### src/rtl/l2_port_arbiter_pkg.sv
// Shared types for the L2 port arbiter: FSM state encoding, grant side,
// default widths and the saturating increment used by the optional
// performance counters (enabled with ARB_PERF_CNT_EN).
package l2_port_arbiter_pkg;

    typedef enum logic [1:0] {
        ARB_IDLE  = 2'd0,
        ARB_IBUSY = 2'd1,
        ARB_DBUSY = 2'd2
    } arb_state_t;

    typedef enum logic {
        GRANT_I = 1'b0,
        GRANT_D = 1'b1
    } grant_t;

    localparam int unsigned ARB_ADDR_W = 32;
    localparam int unsigned ARB_LINE_W = 256;
    localparam int unsigned ARB_CNT_W  = 32;

    // Counter increment that sticks at all-ones instead of wrapping.
    function automatic logic [ARB_CNT_W-1:0] sat_inc(input logic [ARB_CNT_W-1:0] v);
        return (v == '1) ? v : v + 1'b1;
    endfunction

endpackage

### src/rtl/l2_port_arbiter.sv
// l2_port_arbiter: registered grant FSM sequencing the single L2 port
// between the L1 icache and the L1 dcache. Round-robin on conflict, grant
// held until L2 completes. Optional performance counters are built when
// ARB_PERF_CNT_EN is defined.
module l2_port_arbiter
    import l2_port_arbiter_pkg::*;
#(
    parameter int unsigned ADDR_W = ARB_ADDR_W,
    parameter int unsigned LINE_W = ARB_LINE_W
) (
    input  logic              clk,
    input  logic              rst,
    input  logic              i_read,
    input  logic [ADDR_W-1:0] i_addr,
    output logic              i_resp,
    input  logic              d_read,
    input  logic              d_write,
    input  logic [ADDR_W-1:0] d_addr,
    input  logic [LINE_W-1:0] d_wdata,
    output logic              d_resp,
    output logic              l2_read,
    output logic              l2_write,
    output logic [ADDR_W-1:0] l2_addr,
    output logic [LINE_W-1:0] l2_wdata,
`ifdef ARB_PERF_CNT_EN
    output logic [ARB_CNT_W-1:0] i_grant_cnt,
    output logic [ARB_CNT_W-1:0] d_grant_cnt,
    output logic [ARB_CNT_W-1:0] conflict_cnt,
`endif
    input  logic              l2_resp
);

    arb_state_t state, state_next;
    grant_t     last_grant;

    logic i_req;
    logic d_req;
    logic conflict;

    assign i_req    = i_read;
    assign d_req    = d_read | d_write;
    assign conflict = (state == ARB_IDLE) && i_req && d_req;

    // Next-state selection: round-robin against last_grant on conflict,
    // BUSY states only leave on the L2 completion pulse.
    always_comb begin
        state_next = state;
        unique case (state)
            ARB_IDLE: begin
                if (i_req && d_req)
                    state_next = (last_grant == GRANT_D) ? ARB_IBUSY : ARB_DBUSY;
                else if (i_req)
                    state_next = ARB_IBUSY;
                else if (d_req)
                    state_next = ARB_DBUSY;
            end
            ARB_IBUSY,
            ARB_DBUSY: begin
                if (l2_resp)
                    state_next = ARB_IDLE;
            end
            default: state_next = ARB_IDLE;
        endcase
    end

    // State register and grant history; last_grant moves only on BUSY entry.
    always_ff @(posedge clk or posedge rst) begin
        if (rst) begin
            state      <= ARB_IDLE;
            last_grant <= GRANT_D;
        end else begin
            state <= state_next;
            if (state == ARB_IDLE && state_next == ARB_IBUSY)
                last_grant <= GRANT_I;
            else if (state == ARB_IDLE && state_next == ARB_DBUSY)
                last_grant <= GRANT_D;
        end
    end

    // L2 command decode from registered state; responses are steered to the
    // granted side combinationally in the completion cycle.
    always_comb begin
        l2_read  = 1'b0;
        l2_write = 1'b0;
        l2_addr  = '0;
        i_resp   = 1'b0;
        d_resp   = 1'b0;
        unique case (state)
            ARB_IBUSY: begin
                l2_read = 1'b1;
                l2_addr = i_addr;
                i_resp  = l2_resp;
            end
            ARB_DBUSY: begin
                // Write takes precedence if both are (illegally) raised.
                l2_read  = d_read & ~d_write;
                l2_write = d_write;
                l2_addr  = d_addr;
                d_resp   = l2_resp;
            end
            default: ;
        endcase
    end

    assign l2_wdata = d_wdata;

`ifdef ARB_PERF_CNT_EN
    // Saturating grant and conflict counters.
    always_ff @(posedge clk or posedge rst) begin
        if (rst) begin
            i_grant_cnt  <= '0;
            d_grant_cnt  <= '0;
            conflict_cnt <= '0;
        end else begin
            if (state == ARB_IDLE && state_next == ARB_IBUSY)
                i_grant_cnt <= sat_inc(i_grant_cnt);
            if (state == ARB_IDLE && state_next == ARB_DBUSY)
                d_grant_cnt <= sat_inc(d_grant_cnt);
            if (conflict)
                conflict_cnt <= sat_inc(conflict_cnt);
        end
    end
`endif

    // The dcache must never request a read and a write-back together.
    a_no_dual_d_cmd: assert property (@(posedge clk) disable iff (rst) !(d_read && d_write));

endmodule

### config.mk
export PLATFORM = sky130hd
export DESIGN_NAME = l2_port_arbiter
export DESIGN_NICKNAME = d
export VERILOG_FILES = /design/src/rtl/l2_port_arbiter_pkg.sv /design/src/rtl/l2_port_arbiter.sv
export SDC_FILE = /design/constraint.sdc
export NUM_CORES = 1
export LEC_CHECK = 0
export ABC_CLOCK_PERIOD_IN_PS = 1600
export CORE_AREA = 2 2 238 240
export DETAILED_ROUTE_END_ITERATION = 8
export DIE_AREA = 0 0 240 242
export GPL_ROUTABILITY_DRIVEN = 0
export SETUP_SLACK_MARGIN = 0.4
export SLEW_MARGIN = 0
export SYNTH_ARGS = -nofsm -noshare
export SYNTH_HDL_FRONTEND = slang
export SYNTH_SLANG_ARGS = --single-unit
### constraint.sdc
create_clock -name clk -period 1.6 [get_ports clk]
set_clock_uncertainty 0.1 [all_clocks]
set_input_delay 0.32 -clock clk [delete_from_list [all_inputs] [get_ports clk]]
set_output_delay 0.32 -clock clk [all_outputs]
set_load 0.01 [all_outputs]
==> results of run 1 <==
[kinds of logic (layout without fill, tap and decap cells)]
group,Yosys count,in the layout,synth area share [%]
buffers and inverters,272,148,73.5
DFF,3,3,2.82
AOI/OAI and AO/OA,42,42,12.2
and+or+nand+nor,43,43,9.62
adders and majority gates,4,4,1.85
[power by group through the flow]
stage                     Sequential [mW]  Combinational, mW  Clock (mW)
after CTS                           0.168               4.48       0.406
final                               0.169               4.54       0.399
after floorplan                     0.159               2.29           0
after global routing                0.173               4.82       0.413
after global placement              0.163               2.85           0
after detailed placement            0.170               2.91           0
[flip-flops by register name, indices dropped and copies added (netlist names)]
register,count
state,2
last_grant,1
[layer usage]
metal,vias up,global-route usage (%),share of wire [%]
met1,751,2.58,23
met2,290,7.86,48
met5,-,0,0
li1,657,-,-
met3,132,2.29,15
met4,0,6.07,14
[synthesized netlist by cell type, drive strengths merged]
library cell	n	area [µm²]
nand2	1	3.75
a211oi	1	12.5
a21oi	2	10.0
nand3	1	5.00
dfrtp	2	50.1
o21ai	2	10.0
buf	262	1950
nor2	2	7.51
or2	2	12.5
nor2b	32	200
o21a	2	15.0
inv	5	18.8
o31ai	1	7.51
nand2b	2	12.5
dfstp	1	26.3
a2111oi	1	27.5
a22oi	33	248
clkbuf	5	18.8
ha	4	50.1
and2	3	18.8
[final cells by class]
| type | instances | share of cell area (%) |
|---|---|---|
| timing repair buffer | 139 | 41.3 |
| multi-input combinational | 89 | 27.3 |
| inverter | 5 | 0.594 |
| tap | 756 | 26.4 |
| clock buffer | 4 | 2.20 |
| sequential | 3 | 2.17 |
[repair_timing]
action | 4_1_cts | 5_1_grt
pin swaps | 26 | 22
endpoints found under the hold margin | 0 | 0
cloned | 6 | 0
endpoints found under the setup margin | 39 | 39
buffers inserted | 13 | 3
resized for setup | 209 | 10
[metrics by stage]
stage                     instances  cell area [µm²]
after detailed placement        970             3000
final                           996             3580
after floorplan                 364             2910
after global placement          970             3000
after CTS                       993             3510
after global routing            996             3580
[path summary, 6_finish.rpt]
path                               to  cells after the start  startpoint
max                        l2_addr[7]                      6    state[0]
min                          state[0]                      2         rst
max reg2reg                last_grant                      8    state[0]
min reg2reg                last_grant                      2  last_grant
max in group asynchronous  last_grant                      2         rst
min in group clk           last_grant                      2  last_grant
[worst max-delay path: stages (launching register included)]
cell and delay [ns]:
dfrtp_2 0.43, buf_6 0.13, ha_4 0.19, buf_12 0.16, a22oi_2 0.31, nor2b_2 0.07
buf_2 0.15
==> metrics.cfg, run 1 <==
[power]
combinationalPowerShare_pct=88.9
p_switching_mw=2.10
total_power_mw=5.10
power_frac_seq_pct=3.3
p_leak_nw=1.08
p_per_area_nw_per_um2=1420
power.share.clock_pct=7.8
ir_drop_mv=1.02
p_int_mw=3.01
swShare_pct=41.1

[detailed_routing]
num_vias=1830
drtIter0Drc=29
drtAntennaViolNets=0
drc=0
vias_per_cell=1.84
routedWlPerCell_um=14.1
wl_um=14000
firstDrtPassIters=4

[floorplan]
initial_core_util_pct=4.86
io_pins=618
die-height_um=242
rows=87
die_area_um2=58100
core_area_um2=55700
die_w_um=240

[final_layout]
regArea_um2=77.6
nFillCells=6577
multi_input_area_um2=978
area_growth_pct=32.4
final_cell_mix=clkdlybuf4s50_1, a22oi_2, buf_2
drive_gt1_share_pct=63.3
antennaDiodeCount=0
fin_nets=571
layout_commonest_cell=clkdlybuf4s50_1
fin_util_pct=6.43

[synth]
netlist_instances=364
synth_cell_types=23
synth_area_um2=2710
yosysWarnings=0
synth_seq_cells=3
ys_seq_area_share_pct=2.82
syn_nets=694
synth.avg_cell_area_um2=7.44

[cts]
cts-hold-fix-buffers=0
htreeDepth=1
clockRootBuffer=clkbuf_16
cts_tree=done
path_clk_slew_ns=0.03
clk_latency_ns=0.22
cts_buffers=3
cts.sinks=3
ctsLongestPathBuffers=2

[sta]
fin_crit_sh_pct=132
fmax_mhz=475
rsz0062_at_grt=true
fin_crit_ns=2.11
holdWs_ns=0.272
worst_slew_pin_slew_ns=0.330
setup_viol=38
finalWorstSetupSlack_ns=-0.506
finalSetupTns_ns=-15.50
hold_viol_final=0
finalMaxSlewViolations=0
slew-limit-headroom_pct=78.0

[global_route]
grt_pass1_wl_um=16600
antenna_found_initial=0
grt_pass1_vias=2033
grt.overflow.total=0
grt_use_total_pct=4.39
grt_max_degree=14

[setup_path]
r2r_slack_ns=-0.26
critical_path.startpoint_type=flip-flop
worstPathMaxFanout=6
crit_arrival_ns=1.69
crit_type=reg -> out
crit_required_ns=1.18
end_kind=output port

[min_path]
hp-class=in -> async

[placed_design]
portBuffers=105
hpwl_um=10100
post-place-ws_ns=-0.730

[flow_run]
maxCapViolCount=0

[outcome]
outcome=finished with violations
violations=negative setup slack

No activity file was read; power rests on OpenSTA's default activity.
==> inputs of run 2 (changes only) <==
--- a/config.mk
+++ b/config.mk
@@ -6,11 +6,13 @@
 export NUM_CORES = 1
 export LEC_CHECK = 0
 export ABC_CLOCK_PERIOD_IN_PS = 1600
+export CAP_MARGIN = 0
 export CORE_AREA = 2 2 238 240
 export DETAILED_ROUTE_END_ITERATION = 8
 export DIE_AREA = 0 0 240 242
 export GPL_ROUTABILITY_DRIVEN = 0
 export SETUP_SLACK_MARGIN = 0.4
+export SKIP_CTS_REPAIR_TIMING = 1
 export SLEW_MARGIN = 0
 export SYNTH_ARGS = -nofsm -noshare
 export SYNTH_HDL_FRONTEND = slang
==> run 2 against run 1 <==
The run still ends with negative setup slack left. Die area is the same. Total power decreased by 22%. First-iteration DRC count is 28% higher. Sequential power is 9% higher. Final cell count decreased by 1.1%.
==> metrics.cfg, run 2 (same netlist as run 1, synthesis figures left out) <==
[cts]
clk_latency_ns=0.23
ctsLongestPathBuffers=2
path_clk_slew_ns=0.03
cts_tree=done
htreeDepth=1
cts.sinks=3
cts_buffers=3
clockRootBuffer=clkbuf_16

[setup_path]
crit_arrival_ns=1.66
critical_path.startpoint_type=flip-flop
reg2reg_depth=8
r2r_slack_ns=-0.28
r2r_end=last_grant
crit_end=l2_addr[23]
end_kind=output port
crit_type=reg -> out
crit_path_start=state[1]
worstPathMaxFanout=5
crit_required_ns=1.18
r2r-start=state[1]

[flow_run]
maxCapViolCount=0

[final_layout]
largest_reg_flops=2
regMostFlops=state
antennaDiodeCount=0
final_cell_mix=clkdlybuf4s50_1, nor2b_2, clkbuf_2
area_growth_pct=20.8
layout_commonest_cell=clkdlybuf4s50_1
drive_gt1_share_pct=54.1
layout.cells.non_filler=985
reg_top3=state x2, last_grant x1
fin_nets=560
nFillCells=6600

[floorplan]
die_w_um=240
core_area_um2=55700
die-height_um=242
initial_core_util_pct=4.86
die_area_um2=58100
io_pins=618
rows=87

[detailed_routing]
drc=0
drtIter0Drc=37
routedWlPerCell_um=13.4
num_vias=1781
wl_um=13200
vias_per_cell=1.81
firstDrtPassIters=4
drtAntennaViolNets=0

[sta]
holdWs_ns=0.271
finalSetupTns_ns=-15.91
worst_slew_pin_slew_ns=0.358
slew-limit-headroom_pct=76.1
finalMaxSlewViolations=0
hold_viol_final=0
fmax_mhz=480
finalWorstSetupSlack_ns=-0.484
fin_crit_ns=2.08
rsz0062_at_grt=true
fin_crit_sh_pct=130
setup_viol=39

[global_route]
grt_use_total_pct=3.59
grt_pass1_wl_um=13900
grt.overflow.total=0
grt_pass1_vias=1844
antenna_found_initial=0
grt_max_degree=26

[placed_design]
dp_cells=970
portBuffers=105
hpwl_um=10100

[outcome]
outcome=finished with violations
violations=negative setup slack

[power]
p_leak_nw=1.00
p_per_area_nw_per_um2=1220
ir_drop_mv=0.740

[min_path]
hp-class=in -> async

## run 2: area by class of cell
cell class	instances	area (µm²)	area share [%]
tap	756	946	28.9
multi-input combinational	89	893	27.3
timing repair buffer	128	1250	38.3
inverter	5	21.3	0.651
sequential	3	77.6	2.37
clock buffer	4	78.8	2.41
## run 2: worst max-delay path, cell delays in order (launching register included)
cell and delay (ns):
dfrtp_1 0.42, inv_2 0.09, ha_4 0.19, buf_4 0.14, buf_8 0.13, a22oi_1 0.23
nor2b_2 0.06, dlymetal6s2s_1 0.17
## run 2: metrics by stage
step / total power, mW / util [%] / worst slack [ns] / area [µm²]
floorplan: 2.45 / - / 0.0369 / 2910
global placement: 3.01 / 5.37 / -0.654 / 3000
detailed placement: 3.08 / 5.37 / -0.730 / 3000
CTS: 3.49 / 5.52 / -0.971 / 3070
global route: 4.24 / 5.87 / -0.518 / 3270
finish: 3.99 / 5.87 / -0.484 / 3270
## run 2: layer usage
metal | global-route usage [%] | routed length, µm
met3 | 2.31 | 2170
met2 | 6.23 | 6400
met5 | 0 | 0
met4 | 6.17 | 1900
met1 | 1.55 | 2700
## run 2: worst min path at each step
stage                     startpoint         end  slack, ns  cells past startpoint
after CTS                        rst    state[0]       0.33                      2
after floorplan                  rst    state[0]      -0.03                      1
final                            rst    state[0]       0.27                      2
after global placement    last_grant  last_grant       0.40                      2
after detailed placement  last_grant  last_grant       0.43                      2
after global routing             rst    state[0]       0.32                      2
## run 2: power by group
group / internal (mW) / leakage [nW] / total, mW / switching [mW]
Sequential: 0.125 / 0.0345 / 0.184 / 0.0597
Clock: 0.329 / 0.0382 / 0.401 / 0.0722
Combinational: 1.82 / 0.928 / 3.40 / 1.59
Total: 2.27 / 1.00 / 3.99 / 1.72
==> inputs of run 3 (changes only) <==
--- a/config.mk
+++ b/config.mk
@@ -8,6 +8,8 @@
 export ABC_CLOCK_PERIOD_IN_PS = 1600
 export CAP_MARGIN = 0
 export CORE_AREA = 2 2 238 240
+export CTS_BUF_LIST = sky130_fd_sc_hd__clkbuf_16
+export CTS_CLUSTER_DIAMETER = 150
 export DETAILED_ROUTE_END_ITERATION = 8
 export DIE_AREA = 0 0 240 242
 export GPL_ROUTABILITY_DRIVEN = 0
==> run 3 against run 2 <==
The run still ends with negative setup slack left. Die area did not move. Combinational power about the same. Sequential share of layout area about the same. Total power shrank 0.18%. Critical path depth is 1 lower. Setup slack improved by 0.0076 ns. Via count down 0.51%. Cell area is 0.15% higher. Fmax up 0.37%. Critical path type unchanged.
==> metrics.cfg, run 3 (same netlist as run 1, synthesis figures left out) <==
[final_layout]
largest_reg_flops=2
fin_nets=560
multi_input_area_um2=898
antennaDiodeCount=0
reg_top3=state x2, last_grant x1
area_growth_pct=21.0
drive_gt1_share_pct=54.6
final_cell_mix=clkdlybuf4s50_1, nor2b_2, clkbuf_2
layout.cells.non_filler=985
regMostFlops=state
layout_commonest_cell=clkdlybuf4s50_1
regArea_um2=77.6
nFillCells=6600

[sta]
hold_viol_final=0
finalWorstSetupSlack_ns=-0.477
fmax_mhz=482
finalMaxSlewViolations=0
fin_crit_ns=2.08
worst_slew_pin_slew_ns=0.313
fin_crit_sh_pct=130
rsz0062_at_grt=true
slew-limit-headroom_pct=79.1
setup_viol=39

[setup_path]
worstPathMaxFanout=25
crit_required_ns=1.18
end_kind=output port
critical_path.startpoint_type=flip-flop
crit_type=reg -> out
reg2reg_depth=8
crit_arrival_ns=1.66

[cts]
clk_latency_ns=0.23
ctsLongestPathBuffers=2
cts.sinks=3
cts_buffers=3
path_clk_slew_ns=0.03
cts_tree=done
htreeDepth=1
clockRootBuffer=clkbuf_16

[detailed_routing]
drtIter0Drc=43
drc=0
drtAntennaViolNets=0
vias_per_cell=1.80
routedWlPerCell_um=13.4
wl_um=13200
num_vias=1772
firstDrtPassIters=4

[placed_design]
portBuffers=105
dp_cells=970
hpwl_um=10100

[global_route]
grt_pass1_wl_um=13900
antenna_found_initial=0
grt_max_degree=26
grt.overflow.total=0
grt_use_total_pct=3.59
grt_pass1_vias=1844

[power]
p_leak_nw=1.01
ir_drop_mv=0.726
p_per_area_nw_per_um2=1220
total_power_mw=3.98

[outcome]
outcome=finished with violations
violations=negative setup slack

[flow_run]
maxCapViolCount=0

[floorplan]
core_area_um2=55700
die_area_um2=58100
die_w_um=240
die-height_um=242
rows=87
io_pins=618
initial_core_util_pct=4.86

[min_path]
hp-class=in -> async

## run 3: power by group
group | internal, mW | total, mW | switching [mW]
clock network | 0.323 | 0.395 | 0.0723
logic | 1.82 | 3.40 | 1.58
registers | 0.125 | 0.184 | 0.0597
## run 3: worst paths after layout
kind / startpoint / end / slack, ns
setup / recovery: state[1] / l2_addr[3] / -0.48
hold / removal: rst / state[0] / 0.27
setup reg to reg: state[1] / last_grant / -0.28
hold reg to reg: last_grant / last_grant / 0.43
max in group asynchronous: rst / last_grant / 0.89
min in group clk: last_grant / last_grant / 0.43
## run 3: metrics by stage
stage / hold WS (ns) / util [%] / cell area, µm² / TNS [ns] / setup WS, ns
final: 0.271 / 5.88 / 3270 / -15.80 / -0.477
after CTS: 0.334 / 5.52 / 3070 / -29.32 / -0.971
after detailed placement: 0.431 / 5.37 / 3000 / -20.98 / -0.730
after floorplan: -0.0271 / - / 2910 / 0 / 0.0369
after global placement: 0.396 / 5.37 / 3000 / -18.88 / -0.654
after global routing: 0.320 / 5.88 / 3270 / -17.83 / -0.519
## run 3: critical path, cell delays in order, from the launching register on
cell,delay (ns)
dfrtp_1,0.42
inv_2,0.09
buf_4,0.15
ha_4,0.28
buf_12,0.15
nor2b_2,0.17
clkbuf_2,0.14
## run 3: final cells by class
| cell class | count | area share [%] |
|---|---|---|
| Sequential cell | 3 | 2.37 |
| Tap cell | 756 | 28.9 |
| Multi-Input combinational cell | 89 | 27.4 |
| Clock buffer | 3 | 2.29 |
| Inverter | 5 | 0.650 |
| Clock inverter | 1 | 0.115 |
| Timing Repair Buffer | 128 | 38.2 |
## run 3: per-layer routing
layer / part of all wire [%] / routed length (µm) / vias to the layer above / GRT usage [%]
li1: - / - / 633 / -
met1: 20 / 2680 / 712 / 1.55
met2: 49 / 6420 / 295 / 6.23
met3: 16 / 2160 / 132 / 2.31
met4: 14 / 1890 / 0 / 6.17
met5: 0 / 0 / - / 0
